$ cat src/rtl/addsub_pkg.sv
// Shared definitions for the nibble-serial adder: FSM state encoding and nibble width.
package addsub_pkg;

  localparam int unsigned NibW = 4;

  typedef enum logic [1:0] {
    StIdle = 2'd0,
    StRun  = 2'd1,
    StDone = 2'd2
  } state_e;

endpackage

$ cat src/rtl/bocong.sv
// Combinational 4-bit ripple-carry adder used for each nibble pass.
module bocong
  import addsub_pkg::*;
(
  input  logic [NibW-1:0] a,
  input  logic [NibW-1:0] b,
  input  logic            cin,
  output logic            cout,
  output logic [NibW-1:0] s
);

  logic [NibW:0] c;

  assign c[0] = cin;

  for (genvar i = 0; i < NibW; i++) begin : g_bit
    assign s[i]   = a[i] ^ b[i] ^ c[i];
    assign c[i+1] = (a[i] & b[i]) | (c[i] & (a[i] ^ b[i]));
  end

  assign cout = c[NibW];

endmodule

$ cat src/rtl/serial_add16.sv
// Nibble-serial adder: latches a, b, cin, then adds one nibble per cycle through a single
// 4-bit adder with a registered carry, presenting sum/cout under a valid/ready handshake.
module serial_add16
  import addsub_pkg::*;
#(
  parameter int unsigned WIDTH = 16
) (
  input  logic             clk,
  input  logic             rst,
  input  logic             in_valid,
  output logic             in_ready,
  input  logic [WIDTH-1:0] a,
  input  logic [WIDTH-1:0] b,
  input  logic             cin,
  output logic             out_valid,
  input  logic             out_ready,
  output logic [WIDTH-1:0] sum,
  output logic             cout,
  output logic             busy
);

  localparam int unsigned NIB  = WIDTH / NibW;
  localparam int unsigned IdxW = (NIB > 1) ? $clog2(NIB) : 1;
  localparam logic [IdxW-1:0] LastIdx = IdxW'(NIB - 1);

  state_e          state_q;
  logic [IdxW-1:0] idx_q;
  logic            carry_q;
  logic [WIDTH-1:0] a_q;
  logic [WIDTH-1:0] b_q;
  logic [WIDTH-1:0] sum_q;
  logic            cout_q;
  logic            out_valid_q;

  logic [NibW-1:0] nib_a;
  logic [NibW-1:0] nib_b;
  logic [NibW-1:0] nib_s;
  logic            nib_c;

  assign nib_a = a_q[int'(idx_q) * NibW +: NibW];
  assign nib_b = b_q[int'(idx_q) * NibW +: NibW];

  bocong u_nib_add (
    .a    (nib_a),
    .b    (nib_b),
    .cin  (carry_q),
    .cout (nib_c),
    .s    (nib_s)
  );

  always_ff @(posedge clk or posedge rst) begin
    if (rst) begin
      state_q     <= StIdle;
      idx_q       <= '0;
      carry_q     <= 1'b0;
      a_q         <= '0;
      b_q         <= '0;
      sum_q       <= '0;
      cout_q      <= 1'b0;
      out_valid_q <= 1'b0;
    end else begin
      unique case (state_q)
        StIdle: begin
          if (in_valid) begin
            a_q     <= a;
            b_q     <= b;
            carry_q <= cin;
            idx_q   <= '0;
            state_q <= StRun;
          end
        end
        StRun: begin
          sum_q[int'(idx_q) * NibW +: NibW] <= nib_s;
          carry_q <= nib_c;
          idx_q   <= idx_q + IdxW'(1);
          // cout is only updated with the final carry so it stays stable outside DONE too
          if (idx_q == LastIdx) begin
            cout_q      <= nib_c;
            out_valid_q <= 1'b1;
            state_q     <= StDone;
          end
        end
        StDone: begin
          if (out_ready) begin
            out_valid_q <= 1'b0;
            state_q     <= StIdle;
          end
        end
        default: state_q <= StIdle;
      endcase
    end
  end

  assign in_ready  = (state_q == StIdle);
  assign busy      = (state_q != StIdle);
  assign out_valid = out_valid_q;
  assign sum       = sum_q;
  assign cout      = cout_q;

endmodule

$ cat config.mk
export PLATFORM = sky130hd
export DESIGN_NAME = serial_add16
export DESIGN_NICKNAME = d
export VERILOG_FILES = /design/src/rtl/addsub_pkg.sv /design/src/rtl/bocong.sv /design/src/rtl/serial_add16.sv
export SDC_FILE = /design/constraint.sdc
export NUM_CORES = 1
export LEC_CHECK = 0
export CORE_MARGIN = 2
export CORE_UTILIZATION = 46
export CTS_CLUSTER_SIZE = 25
export DETAILED_ROUTE_END_ITERATION = 7
export PLACE_DENSITY = 0.75
export REMOVE_ABC_BUFFERS = 1
export SLEW_MARGIN = 20
export SYNTH_ARGS = -nofsm -noshare
export SYNTH_HDL_FRONTEND = slang
export SYNTH_SLANG_ARGS = --single-unit
$ cat constraint.sdc
create_clock -name clk -period 3 [get_ports clk]
set_clock_uncertainty 0.15 [all_clocks]
set_input_delay 0.9 -clock clk [delete_from_list [all_inputs] [get_ports clk]]
set_output_delay 0.9 -clock clk [all_outputs]
set_load 0.02 [all_outputs]
## After elaboration in Yosys (flattened, before gate mapping)

Index checks and enable logic that the tools add are counted.

| storage, ports and cells | value |
|---|---|
| bits in registers | 55 |
| ROM bits | 0 |
| latch bits | 0 |
| RAM bits | 0 |
| memories kept | 0 |

| cells by class | value |
|---|---|
| bitwise logic cells | 20 |
| reduce and logical (&&, ||, !) cells | 9 |
| $add $sub $neg | 2 |
| multiplexer cells | 12 |
| shifts and indexed selects | 4 |
| order comparisons | 0 |
| div/mod/pow operators | 0 |
| equality and inequality tests | 6 |
| multipliers | 0 |

Operators with widths:

| cell | number |
|---|---|
| 4-bit negator with 34-bit output | 1 |
| 4-bit by 34-bit variable shift with 16-bit output, first input constant | 1 |
| 4-bit by 34-bit indexed part select with 16-bit output | 1 |
| 16-bit by 5-bit indexed part select with 4-bit output | 2 |
| 16-bit bitwise mux | 1 |
| 1-bit bitwise AND | 8 |
| 2-bit 2-to-1 mux | 4 |
| 1-bit bitwise XOR | 8 |
| 2-bit inequality test, second input constant | 3 |
| 2-bit case mux with 3 select lines | 1 |
| 2-bit AND reduction | 3 |
| 3-bit AND reduction | 2 |
| 2-bit nonzero test | 3 |
| 2-bit equality test, second input constant | 2 |
| 1-bit bitwise OR | 4 |
| 1-bit case mux with 2 select lines | 2 |
| 2-bit case mux with 2 select lines | 1 |
| 1-bit 2-to-1 mux | 3 |
| 2-bit by 1-bit adder with 2-bit output, second input constant | 1 |
| 2-bit by 1-bit equality test with 1-bit output, second input constant | 1 |
| 2-bit zero test | 1 |

## Longest topological paths before layout

| depth | value |
|---|---|
| depth after elaboration | 11 |
| depth in mapped cells | 10 |
| depth with buffers taken out | 9 |

## Hierarchy

A second synthesis with hierarchy kept.

| unflattened totals | value |
|---|---|
| cell total of the unflattened synthesis | 191 |
| area, all modules | 2,675.1 µm² |

By module, submodules not included:

| module | instances | area an instance (µm²) | cells an instance |
|---|---|---|---|
| serial_add16 | 1 | 2,557.5 | 177 |
| bocong | 1 | 117.6 | 14 |

## Worst setup path before layout

Ideal clock, no wire load.

| timing path | value |
|---|---|
| path type | register -> register |
| start point | reg idx_q[1] |
| end point | reg sum_q[7] (netlist: sum[7]) |
| period minus slack after synthesis | 3,120 ps |
| arrival time | 2,846 ps |
| required time | 2,725 ps |
| cell stages (with the launch flop) | 11 |
| path slack | -120 ps |
| library setup time | 125 ps |
| cells stage by stage | dfrtp_1 clkbuf_1 mux4_2 inv_1 fa_1 fa_1 inv_1 fa_1 fa_1 and4b_1 mux2_2 |

| between the ends | value |
|---|---|
| cells in the longest elaborated chain, start to end | 11 |
| elaborated cells between the ends (all ways) | 23 |
| classes of those cells | add/sub: 1; shift: 4; mux: 1; bitwise: 17 |

RTL lines:

| item | RTL line | RTL |
|---|---|---|
| from (decl) | serial_add16.sv:27 | `logic [IdxW-1:0] idx_q;` |
| from (signal assigned) | serial_add16.sv:75 | `idx_q <= idx_q + IdxW'(1);` |
| 16-bit by 5-bit indexed part select with 4-bit output, on equally long branches | serial_add16.sv:40, serial_add16.sv:41 |  |
| 1-bit bitwise XOR | bocong.sv:17, bocong.sv:18 |  |
| 1-bit bitwise AND | bocong.sv:18 | `assign c[i+1] = (a[i] & b[i]) \| (c[i] & (a[i] ^ b[i]));` |
| 1-bit bitwise OR | bocong.sv:18 |  |
| 1-bit bitwise AND | bocong.sv:18 |  |
| 1-bit bitwise OR | bocong.sv:18 |  |
| 1-bit bitwise AND | bocong.sv:18 |  |
| 1-bit bitwise OR | bocong.sv:18 |  |
| 1-bit bitwise XOR | bocong.sv:17 | `assign s[i] = a[i] ^ b[i] ^ c[i];` |
| 4-bit by 34-bit indexed part select with 16-bit output | serial_add16.sv:73 | `sum_q[int'(idx_q) * NibW +: NibW] <= nib_s;` |
| 16-bit bitwise mux (*) | serial_add16.sv:73 |  |
| to (signal, indexed assignment) | serial_add16.sv:73 |  |
| to (decl) | serial_add16.sv:31 | `logic [WIDTH-1:0] sum_q;` |

Every way passes the cells marked *; elsewhere a longest branch is shown, timed or not.
A chain may end at the register's enable or synchronous reset.

## Worst setup path in the final report

| timing path | value |
|---|---|
| start point | reg idx_q[0] |
| end point | reg sum_q[3] (netlist: sum[3]) |

The elaborated chain is that of the path after synthesis.

==> metrics.cfg <==
[worst_setup_path]
start_kind=flop
path_class=reg2reg
required_ps=3040
worstPathArrival_ps=3000
path_max_fanout=4
endpoint_kind=flop

[timing]
period_needed_ps=2950
final.period_utilization_pct=98.5
setup_slack_ps=45.5
clock.fmax_mhz=338
rsz0062_at_grt=yes
final-setup-viol-count=0
drv_slew=0
hold_viol=0
relSlewSlack_pct=54.9
worst_pin_slew_ps=676

[power]
power.leakage_uw=0.00146
p_per_area_nw_per_um2=1150
peakVddDrop_v=0.000502

[cts]
cts_root_buf=clkbuf_8
tritoncts_num_sinks=55
cts_max_level=2
cts_hold_buf=0
clock_path_buffers=2
insertion_delay_ps=310
cts_tree=done
numCtsBuffers=5
clkTransAtPathRegs_ps=100

[run]
cap_violations=0

[yosys]
ys_ff_latch=55
syn_avg_cell_area_um2=14.7
ys_types=31
synth_top_area_share_pct=51.4
synth_area_leaders=dfrtp_1 (51%), mux2_2 (17%), mux4_2 (6.7%)
yosys_warnings=0
synth_cells=182
ys_seq_area_share_pct=51.4
syn-cell-area_um2=2680
yosysTopAreaCell=dfrtp_1

[placed_design]
pre_cts_ws_ps=-131
dp.cells=309
place.gp.congestion=0.820
port_buffers=56
place.detailed.hpwl_um=3570

[floorplan]
core_area_um2=5570
dieWidth_um=80.3
fp.dieArea_um2=6440
die_h_um=80.3
fp-row-count=27
io-pin-count=57
start_util_pct=48.0

[route]
wirelength_um=4870
dr.pass1.iters=4
wl_per_cell_um=15.3
routed_via_density=5.33
first_iter_violations=79
detail-route-antenna-nets=0
drc_errors=0
num_vias=1699

[final_layout]
layout-area-overhead-vs-synth_pct=30.6
fin_cells=319
diodes=0
nNetsFinal=293
drive_gt1_share_pct=32.4

[grt]
grt_pass1_wl_um=8220
grt_max_degree=56
overflow=0
grt_usage_pct=16.5
antenna_found_initial=0
grt_pass1_vias=1743

[outcome]
status=finished clean

[worst_hold_path]
hold_path.class=reg2reg

[metal layers]
| metal | global-route usage [%] | up-vias | wire length (um) |
|---|---|---|---|
| li1 | - | 795 | - |
| met1 | 22.5 | 846 | 2330 |
| met2 | 26.1 | 48 | 2250 |
| met3 | 3.82 | 10 | 207 |
| met4 | 5.76 | 0 | 82 |
| met5 | 0 | - | 0 |
[cell usage after synthesis, drive strengths merged]
master and count:
a22o 1, inv 10, nor4b 3, and2 4, a221oi 1, ha 6
o21ai 1, mux4 8, a21oi 2, nand3b 3, clkbuf 3, fa 4
nand2b 4, a32o 8, or2 1, mux2 42, and4b 2, and3b 2
nor3b 3, nor2b 5, o21bai 1, nor4bb 4, o2bb2ai 1, nor2 1
dfrtp 55, buf 7
[state kept, by name, indices dropped and copies added, names as in the netlist]
signal     cells
carry_q        1
state_q        2
out_valid      1
sum           16
idx_q          2
b_q           16
cout           1
a_q           16
[metrics by stage]
step                total power [uW]  cell area [um^2]  hold WS, ps  setup TNS [ps]  util [%]
floorplan                       2720              2610          302           -1710         -
global placement                3440              3350          322           -64.4      60.1
detailed placement              3490              3350          326            -333      60.1
CTS                             4010              3480          349           -17.4      62.4
global route                    4280              3490          370           -43.1      62.7
finish                          4010              3490          347               0      62.7
[final timing paths]
| kind | startpoint | to | slack, ps | cells past startpoint |
|---|---|---|---|---|
| setup / recovery | idx_q[0] | sum[3] | 50 | 9 |
| hold / removal | a_q[12] | a_q[12] | 350 | 1 |
| setup reg to reg | idx_q[0] | sum[3] | 50 | 9 |
| hold reg to reg | a_q[12] | a_q[12] | 350 | 1 |
| max in group asynchronous | rst | idx_q[0] | 1630 | 3 |
| min in group asynchronous | rst | a_q[14] | 800 | 3 |
[where the power goes]
part           total, uW  switching, uW  internal (uW)
clock network        428            239            189
registers           1260            179           1080
logic               2330           1070           1260
[cell families (layout without fill, tap and decap cells)]
kind of cell	after synthesis	after routing	synth area share (%)
and+or+nand+nor	32	32	9.59
adders and majority gates	10	10	5.80
muxes	50	50	24.4
AOI/OAI and AO/OA	15	15	4.82
DFF	55	55	51.4
buffers and inverters	20	85	3.93
[layout make-up]
cell class                 count  area, um^2
inverter                      10        37.5
tap                           72        90.1
clock inverter                 2        16.3
clock buffer                   6        82.6
timing repair buffer          67         672
sequential                    55        1380
fill                         443        2080
multi-input combinational    107        1220
[worst max-delay path, stage by stage, from the launching register on]
cell and delay [ps]:
dfrtp_2 450, mux4_2 350, inv_2 40, fa_2 350, fa_2 340, inv_2 60
fa_2 190, fa_2 460, nor4bb_2 190, mux2_4 260
[placed cells by master, fill, tap and decap left out, types with 2 or more instances in the layout]
cell type	instances
fa_2	4
mux2_1	2
nand2b_1	4
mux4_2	8
inv_2	4
clkdlybuf4s50_1	56
buf_12	2
nor2b_1	5
inv_1	6
dfrtp_1	54
mux2_4	2
a21oi_1	2
nand3b_1	3
ha_1	6
buf_4	8
nor4bb_1	3
nor4b_1	3
mux2_2	38
and4b_1	2
and2_1	4
and3b_1	2
clkbuf_8	6
a32o_1	8
[what timing repair did]
item	CTS	global route
setup buffers	2	0
pin swaps	4	1
hold endpoints to repair	0	0
setup endpoints to repair	4	4
resized for setup	9	3
No activity file was read; power rests on OpenSTA's default activity.
